==> config.mk <==
export PLATFORM = sky130hd
export DESIGN_NAME = legv8_fetch_queue
export DESIGN_NICKNAME = d
export VERILOG_FILES = /design/src/rtl/legv8_pkg.sv /design/src/rtl/fetch_fifo.sv /design/src/rtl/legv8_fetch_queue.sv
export SDC_FILE = /design/constraint.sdc
export NUM_CORES = 1
export LEC_CHECK = 0
export CORE_UTILIZATION = 51
export CTS_BUF_LIST = sky130_fd_sc_hd__clkbuf_8 sky130_fd_sc_hd__clkbuf_16
export DETAILED_ROUTE_END_ITERATION = 10
export GPL_ROUTABILITY_DRIVEN = 0
export HOLD_SLACK_MARGIN = 0.1
export PLACE_DENSITY = 0.81
export SLEW_MARGIN = 0
export SYNTH_ARGS = -nofsm -noshare
export SYNTH_HDL_FRONTEND = slang
export SYNTH_SLANG_ARGS = --single-unit
==> constraint.sdc <==
create_clock -name clk -period 5.6 [get_ports clk]
set_clock_uncertainty 0.15 [all_clocks]
set_input_delay 1.12 -clock clk [delete_from_list [all_inputs] [get_ports clk]]
set_output_delay 1.12 -clock clk [all_outputs]
set_load 0.05 [all_outputs]
==> src/rtl/legv8_pkg.sv <==
// Shared LEGv8 fetch definitions: default widths, PC increment and the queue entry layout.
package legv8_pkg;

    localparam int INSTR_W_DEFAULT = 32;
    localparam int ADDR_W_DEFAULT  = 32;
    localparam int PC_STEP         = 4;

    typedef struct packed {
        logic [INSTR_W_DEFAULT-1:0] instr;
        logic [ADDR_W_DEFAULT-1:0]  pc;
    } fetch_entry_t;

endpackage

==> src/rtl/fetch_fifo.sv <==
// DEPTH-entry circular buffer with push/pop/clear, a registered head word and an occupancy count.
module fetch_fifo #(
    parameter int DEPTH = 4,
    parameter int WIDTH = 64
) (
    input  logic                     clk,
    input  logic                     reset,
    input  logic                     push,
    input  logic [WIDTH-1:0]         din,
    input  logic                     pop,
    input  logic                     clear,
    output logic                     head_valid,
    output logic [WIDTH-1:0]         head_data,
    output logic [$clog2(DEPTH):0]   count
);

    localparam int PW = $clog2(DEPTH);
    localparam int CW = PW + 1;

    logic [WIDTH-1:0] mem [DEPTH];
    logic [PW-1:0]    wr_ptr_reg, wr_ptr_next;
    logic [PW-1:0]    rd_ptr_reg, rd_ptr_next;
    logic [CW-1:0]    count_reg, count_next, remain;
    logic [WIDTH-1:0] head_reg, head_next;
    logic             pop_ok;

    assign pop_ok     = pop & (count_reg != '0);
    assign head_valid = (count_reg != '0);
    assign head_data  = head_reg;
    assign count      = count_reg;

    // The head register always mirrors the entry at rd_ptr; when the queue would
    // otherwise be empty the incoming word bypasses storage straight into it.
    always_comb begin
        wr_ptr_next = wr_ptr_reg + (push ? PW'(1) : PW'(0));
        rd_ptr_next = rd_ptr_reg + (pop_ok ? PW'(1) : PW'(0));
        remain      = count_reg - (pop_ok ? CW'(1) : CW'(0));
        count_next  = remain + (push ? CW'(1) : CW'(0));
        head_next   = head_reg;
        if (remain == '0) begin
            if (push) begin
                head_next = din;
            end
        end else begin
            head_next = mem[rd_ptr_next];
        end
    end

    always_ff @(posedge clk) begin
        if (push) begin
            mem[wr_ptr_reg] <= din;
        end
    end

    always_ff @(posedge clk or negedge reset) begin
        if (!reset) begin
            wr_ptr_reg <= '0;
            rd_ptr_reg <= '0;
            count_reg  <= '0;
            head_reg   <= '0;
        end else if (clear) begin
            wr_ptr_reg <= '0;
            rd_ptr_reg <= '0;
            count_reg  <= '0;
            head_reg   <= '0;
        end else begin
            wr_ptr_reg <= wr_ptr_next;
            rd_ptr_reg <= rd_ptr_next;
            count_reg  <= count_next;
            head_reg   <= head_next;
        end
    end

endmodule

==> src/rtl/legv8_fetch_queue.sv <==
// LEGv8 fetch front end: PC, credit-based fetch issue, response squash and redirect.
// Optional performance counters are enabled with the FETCH_PERF_CNT_EN macro.
module legv8_fetch_queue
    import legv8_pkg::*;
#(
    parameter int                ADDR_W   = ADDR_W_DEFAULT,
    parameter int                INSTR_W  = INSTR_W_DEFAULT,
    parameter int                DEPTH    = 4,
    parameter logic [ADDR_W-1:0] RESET_PC = '0
) (
    input  logic                    clk,
    input  logic                    reset,
    output logic                    imem_req,
    output logic [ADDR_W-1:0]       imem_addr,
    input  logic [INSTR_W-1:0]      imem_rdata,
    input  logic                    redirect_valid,
    input  logic [ADDR_W-1:0]       redirect_target,
    output logic                    instr_valid,
    input  logic                    instr_ready,
    output logic [INSTR_W-1:0]      instr,
    output logic [ADDR_W-1:0]       instr_pc,
`ifdef FETCH_PERF_CNT_EN
    output logic [31:0]             stall_cycles,
    output logic [31:0]             flush_count,
`endif
    output logic [$clog2(DEPTH):0]  occupancy
);

    localparam int CW = $clog2(DEPTH) + 1;
    localparam int OW = CW + 1;

    logic [ADDR_W-1:0]         pc_reg;
    logic [ADDR_W-1:0]         inflight_pc_reg;
    logic                      run_reg;
    logic                      inflight_reg;
    logic                      pop, push, credit_ok;
    logic [OW-1:0]             need_w, limit_w;
    logic [INSTR_W+ADDR_W-1:0] fifo_head;
    logic                      unused_target_lsbs;

    assign unused_target_lsbs = ^redirect_target[1:0];

    assign pop  = instr_valid & instr_ready;
    // A response arriving in a redirect cycle belongs to the old stream and is dropped.
    assign push = inflight_reg & ~redirect_valid;

    // Reserve a slot for every outstanding fetch so the queue can never overflow.
    assign need_w    = OW'(occupancy) + OW'(inflight_reg);
    assign limit_w   = OW'(DEPTH) + OW'(pop);
    assign credit_ok = (need_w < limit_w);

    // run_reg keeps fetch quiet until the first edge after reset is released.
    assign imem_req  = run_reg & ~redirect_valid & credit_ok;
    assign imem_addr = pc_reg;

    always_ff @(posedge clk or negedge reset) begin
        if (!reset) begin
            pc_reg          <= RESET_PC;
            inflight_pc_reg <= '0;
            run_reg         <= 1'b0;
            inflight_reg    <= 1'b0;
        end else begin
            run_reg      <= 1'b1;
            inflight_reg <= imem_req;
            if (imem_req) begin
                inflight_pc_reg <= pc_reg;
            end
            if (redirect_valid) begin
                pc_reg <= {redirect_target[ADDR_W-1:2], 2'b00};
            end else if (imem_req) begin
                pc_reg <= pc_reg + ADDR_W'(PC_STEP);
            end
        end
    end

    fetch_fifo #(
        .DEPTH (DEPTH),
        .WIDTH (INSTR_W + ADDR_W)
    ) u_fifo (
        .clk        (clk),
        .reset      (reset),
        .push       (push),
        .din        ({imem_rdata, inflight_pc_reg}),
        .pop        (pop),
        .clear      (redirect_valid),
        .head_valid (instr_valid),
        .head_data  (fifo_head),
        .count      (occupancy)
    );

    assign instr    = fifo_head[ADDR_W +: INSTR_W];
    assign instr_pc = fifo_head[ADDR_W-1:0];

`ifdef FETCH_PERF_CNT_EN
    logic [31:0] stall_cycles_reg;
    logic [31:0] flush_count_reg;

    always_ff @(posedge clk or negedge reset) begin
        if (!reset) begin
            stall_cycles_reg <= '0;
            flush_count_reg  <= '0;
        end else begin
            if (run_reg && !redirect_valid && !imem_req && stall_cycles_reg != '1) begin
                stall_cycles_reg <= stall_cycles_reg + 32'd1;
            end
            if (redirect_valid && flush_count_reg != '1) begin
                flush_count_reg <= flush_count_reg + 32'd1;
            end
        end
    end

    assign stall_cycles = stall_cycles_reg;
    assign flush_count  = flush_count_reg;
`endif

endmodule

### After elaboration in Yosys (flattened, before gate mapping)

Memory sizes are Yosys's and may differ from the RTL's.
Cells that the tools add are included.

* flip-flop bits (word level): 137
* RAM bits: 256
* input port bits: 68
* output and inout port bits: 101
* logic and storage cells: 41
* memories kept: 1

Memory list
* u_fifo.mem: depth 4, bits a word 64, read ports 1, clocked after memory_dff 0, write ports 1, line fetch_fifo.sv:20 `logic [WIDTH-1:0] mem [DEPTH];`

* add/subtract/negate cells: 7
* magnitude comparators: 1
* eq/ne operators: 1
* multiplexer cells: 14
* bitwise logic cells: 6
* reductions and logical operators: 3

Operators with widths (number)
* $mux W64: 3
* $mux W32: 2
* $add A32 B3 Y32 const B: 1
* $mux W1: 6
* $and A1 B1 Y1: 5
* $add A2 B2 Y2: 2
* $add A3 B1 Y4: 1
* $add A3 B1 Y4 const A: 1
* $lt A4 B4 Y1: 1
* $mux W2: 2
* $add A3 B3 Y3: 1
* $logic_not A3 Y1: 1
* $mux W3: 1
* $ne A3 B2 Y1 const B: 1
* $reduce_bool A3 Y1: 1
* $sub A3 B3 Y3: 1
* $reduce_bool A2 Y1: 1
* $not A1 Y1: 1

### Longest topological paths before layout

Gate-level depths: netlist (run 1).

* depth after elaboration: 8
* gate-level depth with buffers: 9

### Cells and area by module

Synthesis (run 1) repeated with hierarchy kept, for this count alone.

* cells, all modules: 1089
* area, all modules: 16085.4 um2

Modules (own cells, without submodules)
* fetch_fifo: instances 1, cells an instance 738, area each 13020.0 um2, sequential area each 9464.1 um2
* legv8_fetch_queue: instances 1, cells an instance 351, area each 3065.4 um2, sequential area each 1551.5 um2

### Least setup slack after synthesis (run 1)

OpenSTA, ideal clock, no wires.

* path type: input to register
* start point: input redirect_valid
* end point: memory u_fifo.mem[0][10] (enable)
* library setup time: 571 ps
* arrival time: 6336 ps
* path slack: -1456 ps
* stages: 4
* path buffers: 2
* path through: clkbuf_1 clkbuf_1 nor2b_1 nor3b_1

* word-level cells in the longest chain between the ends: 4

RTL lines
* start: declaration: line legv8_fetch_queue.sv:16 `input logic redirect_valid,`
* $not A1 Y1: line legv8_fetch_queue.sv:45 `assign push = inflight_reg & ~redirect_valid;`
* $and A1 B1 Y1: line legv8_fetch_queue.sv:45
* $mux W1: line fetch_fifo.sv:50 `if (push) begin`
* $mux W1 (implied by the code): line fetch_fifo.sv:51 `mem[wr_ptr_reg] <= din;`
* end: declaration: line fetch_fifo.sv:20

No other way between the ends.

### Worst setup path in the final report (run 1)

* start point: register inflight_reg
* end point: output imem_req

* word-level cells in the longest chain between the ends: 3

RTL lines
* start: declaration: line legv8_fetch_queue.sv:35 `logic inflight_reg;`
* start signal: assignment: line legv8_fetch_queue.sv:64 `inflight_reg <= imem_req;`
* $add A3 B1 Y4: line legv8_fetch_queue.sv:48 `assign need_w = OW'(occupancy) + OW'(inflight_reg);`
* $lt A4 B4 Y1: line legv8_fetch_queue.sv:50 `assign credit_ok = (need_w < limit_w);`
* $and A1 B1 Y1: line legv8_fetch_queue.sv:53 `assign imem_req = run_reg & ~redirect_valid & credit_ok;`
* end: declaration: line legv8_fetch_queue.sv:13 `output logic imem_req,`

No other way between the ends.

==> results of run 1 <==
==> synth_stat cells, types with 9 or more instances <==
| cell type | count |
|---|---|
| edfxtp_1 | 248 |
| nor3_1 | 10 |
| o21ai_0 | 20 |
| nor2_1 | 80 |
| mux4_2 | 62 |
| clkbuf_1 | 39 |
| dfrtp_1 | 132 |
| nand4_1 | 10 |
| buf_2 | 10 |
| xnor2_1 | 18 |
| ha_1 | 9 |
| mux2_2 | 33 |
| nand2_1 | 31 |
| nand3_1 | 9 |
| a211oi_1 | 62 |
| mux2i_1 | 65 |
==> metal layers <==
metal	routed length [um]	vias up	global-route usage (%)
met4	453	0	5.69
li1	-	3934	-
met3	1700	39	3.51
met1	14200	4509	29.5
met5	0	-	0
met2	15500	291	35.2
==> cells by family (layout without fill, tap and decap cells) <==
kind of cell    after synthesis  after routing  synth area share, %
flops                       380            380                 69.8
simple gates                188            188                 5.93
mux                         160            160                 15.7
compound gates              102            102                 4.65
buf+inv                      65            250                 1.79
xor+xnor                     23             23                 1.31
fa+ha+maj                     9              9                0.731
other cells                   2              3               0.0488
==> how the worst min path moves through the flow <==
stage | endpoint | slack [ns] | depth (start not counted)
2_1_floorplan | u_fifo.mem[0][10] | 0.34 | 0
6_report | u_fifo.mem[1][9] | 0.38 | 0
4_1_cts | u_fifo.mem[1][9] | 0.37 | 0
5_1_grt | u_fifo.mem[1][9] | 0.40 | 0
3_3_place_gp | u_fifo.head_data[1] | 0.37 | 1
3_5_place_dp | u_fifo.mem[0][9] | 0.38 | 0
==> area by class of cell <==
cell class | instances | area share (%)
sequential | 380 | 57.5
multi-input combinational | 485 | 23.7
timing repair buffer | 175 | 9.46
clock buffer | 40 | 5.23
tap | 390 | 2.61
clock inverter | 29 | 1.36
inverter | 6 | 0.120
==> report_power, final <==
part	internal, mW	switching [mW]	total, mW
registers	3.45	0.347	3.79
logic	1.48	2.16	3.64
clock network	1.45	1.02	2.48
==> cells in the final DEF (no fill, tap or decap), types with 10 or more instances in the layout <==
cell type	netlist	layout
clkbuf_16	0	38
mux2i_1	65	65
o21ai_0	20	20
nor2_1	80	78
edfxtp_1	248	248
nand2_1	31	31
a211oi_1	62	62
nor3_1	10	10
inv_1	5	13
clkdlybuf4s50_1	0	161
mux4_2	62	62
nand4_1	10	10
dfrtp_1	132	131
mux2_2	33	33
xnor2_1	18	18
==> worst max-delay path, cell delays in order (launching register included) <==
cell and delay [ns]:
dfrtp_4 0.76, ha_1 0.29, ha_1 0.25, nor2_1 0.12, a21oi_2 0.06, buf_4 0.21, or2_2 0.36, nor2_4 0.11
buf_4 0.21
==> stage by stage <==
stage	hold WS [ns]	instance area, sq um	worst slack [ns]	power, mW	instances
final	0.378	18700	1.43	9.91	1505
after global routing	0.405	18700	1.31	10.4	1505
after CTS	0.375	18700	1.40	10.0	1505
after detailed placement	0.380	17500	1.60	7.50	1436
after global placement	0.366	17500	1.60	7.41	1436
after floorplan	0.342	15400	0.541	6.39	930
==> impl_metrics.ini, run 1 <==
[sta]
finalCritPeriodShare_pct = 74.5
setup_viol = 0
grt_setup_unrepaired = no
fin_setup_tns_ns = 0
timing.slew.headroom_pct = 33.3
worst_pin_slew_ns = 1.00
period_needed_ns = 4.17
hold_viol = 0
fmax_mhz = 240
drv_slew = 0

[critical_path]
endpoint = imem_req
arrival_ns = 2.90
cp-startpoint = inflight_reg
rr_worst_depth = 8
r2r_end = u_fifo.head_data[9]
cp-end-kind = output pin
r2r_slack_ns = 2.35
start_kind = flop
critical_path_class = flop to output pin
critPathRequiredTime_ns = 4.33
cp_max_fo = 26
reg2reg_from = u_fifo.count[1]

[floorplan]
die-height_um = 176
coreArea_sq_um = 29600
initial_core_util_pct = 51.9
num_rows = 63
io_pins = 169
dieArea_sq_um = 30900
die_w_um = 176

[clock_tree]
root_buffer = clkbuf_16
clk_latency_ns = 0.53
clk_pin_slew_ns = 0.06
cts_tree = done
cts_sinks = 380
post-cts-setup-buffer-count = 0
h-tree-depth = 2
cts_buffer_depth = 3
numCtsBuffers = 38
cts_resized = 0
ctsHoldBuffers = 0

[global_routing]
grt_max_degree = 103
grt_pass1_vias = 9223
grt_overflow = 0
grt_usage_pct = 21.3
antenna_found_initial = 0
grt_pass1_wl_mm = 50.7

[drt]
drc = 0
wl_per_cell_um = 21.2
drtIter0Drc = 643
drt.antenna.violating_nets = 0
drt-total-wl_mm = 31.8
vias = 8773
first_pass_iters = 5
via_per_inst = 5.83

[cells_and_area]
fin_util_pct = 63.1
largest_register_ffs = 248
syn2layout_area_growth_pct = 21.6
seq_area_sq_um = 10800
antenna_cells = 0
top_register = u_fifo.mem
drive_gt1_share_pct = 16.4
fillerInstances = 2088
nNetsFinal = 1163
multiInputGateArea_sq_um = 4440

[logic_synthesis]
synth_cells = 929
ys_warn_count = 0
yosysSeqAreaShare_pct = 69.8
ys_ff_latch = 380
syn_area_sq_um = 15400
async_reset_ff_share_pct = 34.7
ys.flop_type = edfxtp_1
synth_top_area_cell = edfxtp_1
synth_edf_count = 248
syn_area_per_cell_sq_um = 16.6
ys_types = 47
synth.top_cell.area_share_pct = 48.4
synth_area_leaders = edfxtp_1 (48%), dfrtp_1 (21%), mux4_2 (9.1%)

[pwr]
pwr_density_cell_nw_per_um2 = 529
max-vdd-ir-drop_v = 0.000454
p_leak_nw = 6.53

[min_path]
hold_path.class = flop to flop
min_from = inflight_pc_reg[9]

[place]
hpwl_mm = 18.4
io_buffers = 164

[status]
status = completed

[job]
cap_violations = 0
Note: power is estimated with default switching activity, not from simulation.
==> run 2, diff against run 1 <==
==> constraint.sdc (replaced) <==
create_clock -name clk -period 3.57 [get_ports clk]
set_clock_uncertainty 0.15 [all_clocks]
set_input_delay 0.714 -clock clk [delete_from_list [all_inputs] [get_ports clk]]
set_output_delay 0.714 -clock clk [all_outputs]
set_load 0.05 [all_outputs]
==> run 2 against run 1 <==
  * Global-route usage grew 0.19 points
  * Register-to-register slack worse by 1.6 ns
  * Combinational power rose by 60%
  * Non-clock buffer count grew 15
  * Routed wire length up 0.65%
  * Sequential share of layout area is 0.77 points lower
  * Hold slack gained 0.023 ns
  * Die area unchanged
==> impl_metrics.ini, run 2 (synthesized netlist as in run 1, its figures left out) <==
[global_routing]
grt_max_degree = 78
antenna_found_initial = 0
grt_pass1_wl_mm = 50.8
grt_overflow = 0
grt_pass1_vias = 8996
grt_usage_pct = 21.5

[critical_path]
critPathRequiredTime_ns = 2.71
arrival_ns = 2.40
cp_max_fo = 7
cp-end-kind = output pin
start_kind = flop
critical_path_class = flop to output pin

[floorplan]
die_w_um = 176
io_pins = 169
coreArea_sq_um = 29600
die-height_um = 176
initial_core_util_pct = 51.9
dieArea_sq_um = 30900
num_rows = 63

[sta]
timing.slew.headroom_pct = 56.7
fmax_mhz = 307
period_needed_ns = 3.26
fin_setup_tns_ns = 0
worst_pin_slew_ns = 0.649
drv_slew = 0
finalCritPeriodShare_pct = 91.4
hold_viol = 0
layout_setup_ws_ns = 0.308
setup_viol = 0
grt_setup_unrepaired = no

[place]
hpwl_mm = 19.6
placed_cells = 1450
pre_cts_ws_ns = 0.399
io_buffers = 164

[drt]
drc = 0
drtIter0Drc = 578
wl_met3_mm = 1.85
vias = 8852
first_pass_iters = 5
drt.antenna.violating_nets = 0
top_layer = met4
wl_met2_mm = 15.5
via_per_inst = 5.82
drt-total-wl_mm = 32.1
drt-met1-wl_mm = 14.0
wl_per_cell_um = 21.1

[job]
cap_violations = 0

[clock_tree]
cts_tree = done
clk_pin_slew_ns = 0.06
cts_sinks = 380
cts_resized = 0
clk_latency_ns = 0.53
h-tree-depth = 2
cts_buffer_depth = 3
numCtsBuffers = 38
root_buffer = clkbuf_16
post-cts-setup-buffer-count = 0
ctsHoldBuffers = 1

[cells_and_area]
layout_common_cells = edfxtp_1 (248), clkdlybuf4s50_1 (161), dfrtp_1 (131)
antenna_cells = 0
layout_commonest_cell = edfxtp_1
fin_cells = 1521
fillerInstances = 2095
syn2layout_area_growth_pct = 23.2
top_register = u_fifo.mem
nNetsFinal = 1178
drive_gt1_share_pct = 17.5
largest_register_ffs = 248

[min_path]
hold_path.class = flop to flop

[pwr]
max-vdd-ir-drop_v = 0.000829
p_leak_nw = 6.69
pwr_density_cell_nw_per_um2 = 830
power_mw = 15.7

[status]
status = completed
-- run 2: path summary, 6_finish.rpt --
| path | startpoint | endpoint | slack (ns) | depth (start not counted) |
|---|---|---|---|---|
| min | inflight_pc_reg[22] | u_fifo.mem[0][22] | 0.40 | 0 |
| min reg2reg | inflight_pc_reg[22] | u_fifo.mem[0][22] | 0.40 | 0 |
| max | u_fifo.count[0] | imem_req | 0.31 | 7 |
| min in group asynchronous | reset | imem_addr[30] | 0.59 | 2 |
| max reg2reg | u_fifo.count[1] | u_fifo.head_data[9] | 0.78 | 8 |
| max in group asynchronous | reset | u_fifo.head_data[42] | 1.95 | 3 |
-- run 2: worst max-delay path, cell delays in order, from the launching register on --
cell and delay, ns:
dfrtp_1 0.44, ha_1 0.25, ha_1 0.27, nor2_1 0.11
a21oi_2 0.13, or2_2 0.38, nor2_4 0.15, buf_12 0.15
-- run 2: power breakdown --
group,switching [mW],internal [mW]
clock network,1.60,2.37
logic,3.39,2.44
registers,0.535,5.41
-- run 2: cell type report --
type | count | area [sq um] | area share [%]
sequential | 380 | 10800 | 56.7
inverter | 6 | 22.5 | 0.119
timing repair buffer | 190 | 1990 | 10.5
multi-input combinational | 485 | 4450 | 23.4
clock inverter | 26 | 191 | 1.01
clock buffer | 44 | 1080 | 5.69
tap | 390 | 488 | 2.57
-- run 2: metrics by stage --
step / util [%] / area, sq um / hold WS [ns]
2_1_floorplan: - / 15400 / 0.268
3_3_place_gp: 59.7 / 17700 / 0.369
3_5_place_dp: 59.7 / 17700 / 0.396
4_1_cts: 64.0 / 19000 / 0.404
5_1_grt: 64.0 / 19000 / 0.428
6_report: 64.0 / 19000 / 0.401
-- run 2: layer usage --
| layer | track usage (%) | vias up |
|---|---|---|
| li1 | - | 3968 |
| met1 | 30.4 | 4530 |
| met2 | 34.7 | 304 |
| met3 | 3.74 | 50 |
| met4 | 5.76 | 0 |
| met5 | 0 | - |
